File: src/rtl/axi_chan_slice_pkg.sv
// axi_chan_slice_pkg: shared AXI widths and register-slice mode encodings.
package axi_chan_slice_pkg;
  localparam int AXI_ADDR_W = 32;
  localparam int AXI_DATA_W = 128;
  localparam int AXI_ID_W   = 4;
  localparam int AXI_USER_W = 1;
  typedef enum logic [1:0] {
    SLICE_BYPASS = 2'd0,
    SLICE_FWD    = 2'd1,
    SLICE_FULL   = 2'd2
  } slice_mode_e;
  function automatic logic [1:0] slice_mode_of(input logic [63:0] vec, input int ch);
    return vec[2*ch +: 2];
  endfunction
endpackage

File: src/rtl/axi_chan_slice_if.sv
// axi_chan_slice_if: bundled per-channel valid/ready/payload for the slice.
interface axi_chan_slice_if #(
  parameter int NUM_CH = 5,
  parameter int DW = 128
);
  logic [NUM_CH-1:0] s_valid;
  logic [NUM_CH-1:0] s_ready;
  logic [NUM_CH*DW-1:0] s_data;
  logic [NUM_CH-1:0] m_valid;
  logic [NUM_CH-1:0] m_ready;
  logic [NUM_CH*DW-1:0] m_data;
  modport slave (input s_valid, s_data, m_ready, output s_ready, m_valid, m_data);
  modport master (output s_valid, s_data, m_ready, input s_ready, m_valid, m_data);
endinterface

File: src/rtl/axi_chan_slice_stage.sv
// axi_slice_stage: one valid/ready channel as bypass wire, forward register or 2-entry skid buffer.
module axi_slice_stage
  import axi_chan_slice_pkg::*;
#(
  parameter int DW = 128,
  parameter logic [1:0] MODE = SLICE_FULL
) (
  input  logic          clk,
  input  logic          rst_n,
  input  logic          s_valid,
  output logic          s_ready,
  input  logic [DW-1:0] s_data,
  output logic          m_valid,
  input  logic          m_ready,
  output logic [DW-1:0] m_data,
  output logic          empty_next
);
  if (MODE == SLICE_BYPASS) begin : g_bypass
    logic unused_clk;
    assign unused_clk = clk ^ rst_n;
    assign m_valid = s_valid;
    assign m_data = s_data;
    assign s_ready = m_ready;
    assign empty_next = 1'b1;
  end else if (MODE == SLICE_FWD) begin : g_fwd
    // live holds s_ready low through reset and rises on the first edge after release
    logic live, full, push;
    logic [DW-1:0] data;
    assign s_ready = live & (!full | m_ready);
    assign push = s_valid & s_ready;
    assign m_valid = full;
    assign m_data = data;
    assign empty_next = !push & !(full & !m_ready);
    always_ff @(posedge clk or negedge rst_n) begin
      if (!rst_n) begin
        live <= 1'b0;
        full <= 1'b0;
        data <= '0;
      end else begin
        live <= 1'b1;
        full <= push | (full & !m_ready);
        if (push) data <= s_data;
      end
    end
  end else if (MODE == SLICE_FULL) begin : g_full
    // head is always the oldest beat; tail only fills when a second beat arrives without a pop
    logic [1:0] count, count_n;
    logic rdy, push, pop;
    logic [DW-1:0] head, tail;
    assign push = s_valid & rdy;
    assign pop = (count != 2'd0) & m_ready;
    assign count_n = count + {1'b0, push} - {1'b0, pop};
    assign s_ready = rdy;
    assign m_valid = count != 2'd0;
    assign m_data = head;
    assign empty_next = count_n == 2'd0;
    always_ff @(posedge clk or negedge rst_n) begin
      if (!rst_n) begin
        count <= 2'd0;
        rdy <= 1'b0;
        head <= '0;
        tail <= '0;
      end else begin
        count <= count_n;
        rdy <= count_n != 2'd2;
        if (pop && count == 2'd2) head <= tail;
        else if (push && (count == 2'd0 || pop)) head <= s_data;
        if (push && count == 2'd1 && !pop) tail <= s_data;
      end
    end
  end else begin : g_illegal
    $error("axi_slice_stage: MODE=3 is not a legal slice mode");
  end
endmodule

File: src/rtl/axi_chan_slice.sv
// axi_chan_slice: NUM_CH independent valid/ready register slices with a registered idle flag.
module axi_chan_slice
  import axi_chan_slice_pkg::*;
#(
  parameter int NUM_CH = 5,
  parameter int DW = 128,
  parameter logic [2*NUM_CH-1:0] MODE_VEC = {NUM_CH{2'd2}}
) (
  input  logic aclk,
  input  logic areset_n,
  axi_chan_slice_if.slave bus,
  output logic idle
);
  logic [NUM_CH-1:0] empty_next;
  for (genvar i = 0; i < NUM_CH; i++) begin : g_ch
    axi_slice_stage #(.DW(DW), .MODE(MODE_VEC[2*i +: 2])) u_stage (
      .clk        (aclk),
      .rst_n      (areset_n),
      .s_valid    (bus.s_valid[i]),
      .s_ready    (bus.s_ready[i]),
      .s_data     (bus.s_data[i*DW +: DW]),
      .m_valid    (bus.m_valid[i]),
      .m_ready    (bus.m_ready[i]),
      .m_data     (bus.m_data[i*DW +: DW]),
      .empty_next (empty_next[i])
    );
  end
  // registering next-cycle emptiness makes idle match the current occupancy exactly
  always_ff @(posedge aclk or negedge areset_n) begin
    if (!areset_n) idle <= 1'b1;
    else idle <= &empty_next;
  end
endmodule

File: src/flat_wrapper.sv
// flat-port wrapper written by rule: the top's interface ports become plain ports
module axi_chan_slice_flat import axi_chan_slice_pkg::*;
#(
  parameter int NUM_CH = 5,
  parameter int DW = 128,
  parameter logic [2*NUM_CH-1:0] MODE_VEC = {NUM_CH{2'd2}}
)
  (aclk, areset_n, idle, bus_s_valid, bus_s_data, bus_m_ready, bus_s_ready, bus_m_valid, bus_m_data);
  axi_chan_slice_if #(.NUM_CH(NUM_CH), .DW(DW)) bus_i ();
  input  logic aclk;
  input  logic areset_n;
  output logic idle;
  input wire logic [$bits(bus_i.s_valid)-1:0] bus_s_valid;
  input wire logic [$bits(bus_i.s_data)-1:0] bus_s_data;
  input wire logic [$bits(bus_i.m_ready)-1:0] bus_m_ready;
  output wire logic [$bits(bus_i.s_ready)-1:0] bus_s_ready;
  output wire logic [$bits(bus_i.m_valid)-1:0] bus_m_valid;
  output wire logic [$bits(bus_i.m_data)-1:0] bus_m_data;
  assign bus_i.s_valid = bus_s_valid;
  assign bus_i.s_data = bus_s_data;
  assign bus_i.m_ready = bus_m_ready;
  assign bus_s_ready = bus_i.s_ready;
  assign bus_m_valid = bus_i.m_valid;
  assign bus_m_data = bus_i.m_data;
  axi_chan_slice #(.NUM_CH(NUM_CH), .DW(DW), .MODE_VEC(MODE_VEC)) u_core (.aclk(aclk), .areset_n(areset_n), .bus(bus_i), .idle(idle));
endmodule
File: config.mk
export PLATFORM = sky130hd
export DESIGN_NAME = axi_chan_slice_flat
export DESIGN_NICKNAME = d
export VERILOG_FILES = /design/src/rtl/axi_chan_slice_pkg.sv /design/src/rtl/axi_chan_slice_if.sv /design/src/rtl/axi_chan_slice_stage.sv /design/src/rtl/axi_chan_slice.sv /design/src/flat_wrapper.sv
export SDC_FILE = /design/constraint.sdc
export NUM_CORES = 2
export LEC_CHECK = 0
export ABC_AREA = 1
export CAP_MARGIN = 20
export CORE_AREA = 5 5 506 508
export DETAILED_ROUTE_END_ITERATION = 7
export DIE_AREA = 0 0 511 513
export MAX_ROUTING_LAYER = met4
export PLACE_DENSITY = 0.56
export SETUP_SLACK_MARGIN = 0.02
export SYNTH_ARGS = -nofsm -noshare
export SYNTH_HDL_FRONTEND = slang
export SYNTH_HIERARCHICAL = 1
export SYNTH_SLANG_ARGS = --single-unit
File: constraint.sdc
create_clock -name aclk -period 3.1 [get_ports aclk]
set_clock_uncertainty 0.2 [all_clocks]
set_input_delay 0.465 -clock aclk [delete_from_list [all_inputs] [get_ports aclk]]
set_output_delay 0.465 -clock aclk [all_outputs]
set_load 0.1 [all_outputs]
==> impl_metrics.tcl <==
set metrics [dict create \
    dp_worst_setup_slack_ns 0.309 \
    fin_hold_ws_ns 0.0835 \
    internal_power_mw 48.9 \
    path_clk_slew_ns 0.06 \
    switching_share 0.566 \
    fp.dieW_um 511 \
    cts_tree "yes" \
    p_switching_mw 63.9 \
    max_slew_margin 0.165 \
    die_h_um 513 \
    rows 184 \
    layout_min_cycle_time_ns 2.74 \
    ys_seq_area_frac 0.532 \
    critPathSlowestCell "buf_4" \
    max_stage_delay_ns 0.86 \
    crit_fanout 77 \
    dp.cells 12000 \
    grtUsageTotal 0.211 \
    synth.avg_cell_area_um2 7.72 \
    max_freq_mhz 364 \
    cts.sinks 1296 \
    crit_type "register to register" \
    initial_core_util 0.243 \
    synth-compound-area-share 0.000410 \
    cts_inserted_buffers 160 \
    drv_cap 0 \
    synth_cell_types 16 \
    drt-pass1-iter-count 6 \
    power_frac_clock 0.174 \
    post_cts_buffers 0 \
    ir_worst_vdd_v 0.00125 \
    drt-total-wl_mm 281 \
    clk_latency_ns 0.82 \
    grt_max_degree 130 \
    max_slew.worst_pin.slew_ns 1.25 \
    fin_cells 12900 \
    ant_nets 0 \
    hold_viol 0 \
    drc_errors 0 \
    worstPathArrival_ns 3.30 \
    detail_route.wl_per_cell_um 21.8 \
    syn_nets 8557 \
    synth_top_family_by_area "simple AND/OR/NAND/NOR gates" \
    nNetsFinal 9983 \
    syn_inst 7900 \
    place_congestion 0.880 \
    p_total_mw 113 \
    crit_chain "nor2_1 -> nor2_1 -> inv_4 -> buf_4 -> buf_4 -> nand3_1 -> nand2_1" \
    hold_path_class "input pin to register" \
    dr_total_vias 63000 \
    drt-initial-drc-count 6297 \
    drive_gt1_frac 0.118 \
    h-tree-depth 4 \
    overflow 0 \
    synthMuxAreaShare 0 \
    cts-resized-gates 0 \
    setup_viol 0 \
    end_kind "register" \
    grt_pass1_wl_mm 418 \
    finalSetupTns_ns 0 \
    seq_power_share 0.266 \
    yosysWarningCount 6 \
    cts_hold_buf 513 \
    power.density_nw_per_um2 1300 \
    dpl.hpwl_mm 186 \
    cp.required_ns 3.66 \
    cts_buffer_depth 3 \
    clock-root-buffer "clkbuf_16" \
    slew_violations 0 \
    synth_xor_area_frac 0 \
    syn_area_um2 61000 \
    start_kind "register" \
    grt_pass1_vias 61000 \
    viasPerCell 4.89 \
    synth_seq_cells 1296 \
    die_area_um2 262000 \
    synth-simple-area-share 0.411 \
    setup_slack_ns 0.355 \
    coreArea_um2 251000 \
    syn_to_final_growth_pct 41.9 \
    final_min_period_over_clock_period 0.885 \
    yosys.area_share.adder 0.00103 \
    ios 1303 \
    rsz0062_at_grt "false" \
    p_leak_nw 44.6 \
    io_buffer_count 1302 \
    antenna_found_initial 113 \
    pwr-share-comb 0.560 \
    status "complete, no violations" \
]
==> kinds of logic (layout without fill, tap and decap cells) <==
family,count (synthesis),after routing
flops,1296,1296
buf+inv,735,2289
compound gates,5,5
simple gates,5859,5859
other cells,0,90
fa+ha+maj,5,5
==> cell usage in the layout, fill, tap and decap left out, drive strengths merged <==
| master | count |
|---|---|
| ha | 5 |
| dfstp | 1 |
| buf | 801 |
| nand4 | 640 |
| diode | 90 |
| nand3 | 1169 |
| clkbuf | 220 |
| nor3 | 5 |
| dlygate4sd3 | 513 |
| bufinv | 11 |
| clkinvlp | 11 |
| nand2 | 4029 |
| inv | 50 |
| dfrtp | 1295 |
| o21ai | 5 |
| clkinv | 38 |
| clkdlybuf4s50 | 645 |
| nor2 | 16 |
==> metrics by stage <==
step,area (um^2),utilization
final,86500,0.345
after global routing,86500,0.345
after CTS,86300,0.344
after detailed placement,75700,0.302
after global placement,75700,0.302
after floorplan,61000,-
==> power groups by stage <==
stage                     clock (mW)  combinational, mW  sequential, mW
after floorplan                    0               17.2            56.8
after global placement             0               62.2            29.9
after detailed placement           0               62.6            30.1
after CTS                       20.2               63.4            30.0
after global routing            20.8               66.5            30.8
final                           19.6               63.2            30.1
==> state kept, by name, indices dropped and copies added, names as in the netlist <==
register	cells
u_core/g_ch.u_stage/g_full.count	10
u_core/idle	1
u_core/g_ch.u_stage/s_ready	5
u_core/g_ch.u_stage/m_data	640
u_core/g_ch.u_stage/g_full.tail	640
==> synthesized netlist by cell type <==
cell type	instances	area (um^2)
buf_1	32	120
buf_2	445	2230
buf_4	17	128
clkbuf_1	201	754
dfrtp_1	1295	32400
dfstp_2	1	26.3
ha_1	5	62.6
inv_1	23	86.3
inv_2	17	63.8
nand2_1	4028	15100
nand2_2	1	6.26
nand3_1	1169	5850
nand4_1	640	4000
nor2_1	16	60.1
nor3_2	5	50.1
o21ai_1	5	25.0
==> final timing paths <==
path / start / to / slack (ns) / cells after the start
setup reg to reg: u_core/g_ch[0].u_stage/g_full.count[1] / u_core/g_ch[0].u_stage/g_full.tail[16] / 0.36 / 7
setup / recovery: u_core/g_ch[0].u_stage/g_full.count[1] / u_core/g_ch[0].u_stage/g_full.tail[16] / 0.36 / 7
hold reg to reg: u_core/g_ch[0].u_stage/g_full.tail[58] / u_core/g_ch[0].u_stage/g_full.tail[58] / 0.27 / 2
hold / removal: bus_s_data[74] / u_core/g_ch[0].u_stage/g_full.tail[74] / 0.08 / 3
min in group asynchronous: areset_n / u_core/g_ch[2].u_stage/m_data[16] / 0.61 / 3
max in group asynchronous: areset_n / u_core/g_ch[3].u_stage/m_data[32] / 1.04 / 4
==> layout make-up <==
type                       count  area [um^2]
fill                       25900       164000
sequential                  1296        32500
multi-input combinational   5869        25400
timing repair buffer        1959        18600
clock buffer                 220         4550
tap                         3348         4190
clock inverter                70          928
antenna                       90          225
inverter                      40          178
==> routing by layer <==
| layer | track usage | vias up | wire length [um] |
|---|---|---|---|
| li1 | - | 28800 | - |
| met1 | 0.268 | 30800 | 115000 |
| met2 | 0.333 | 3044 | 133000 |
| met3 | 0.0504 | 434 | 23400 |
| met4 | 0.0667 | 0 | 9340 |
| met5 | - | - | 0 |
==> critical path: cells and delay by family, from the launching register on <==
family | cells | cell delay (ns)
flops | 1 | 0.51
buf+inv | 3 | 1.45
simple gates | 4 | 0.47
No activity file was read; power rests on OpenSTA's default activity.
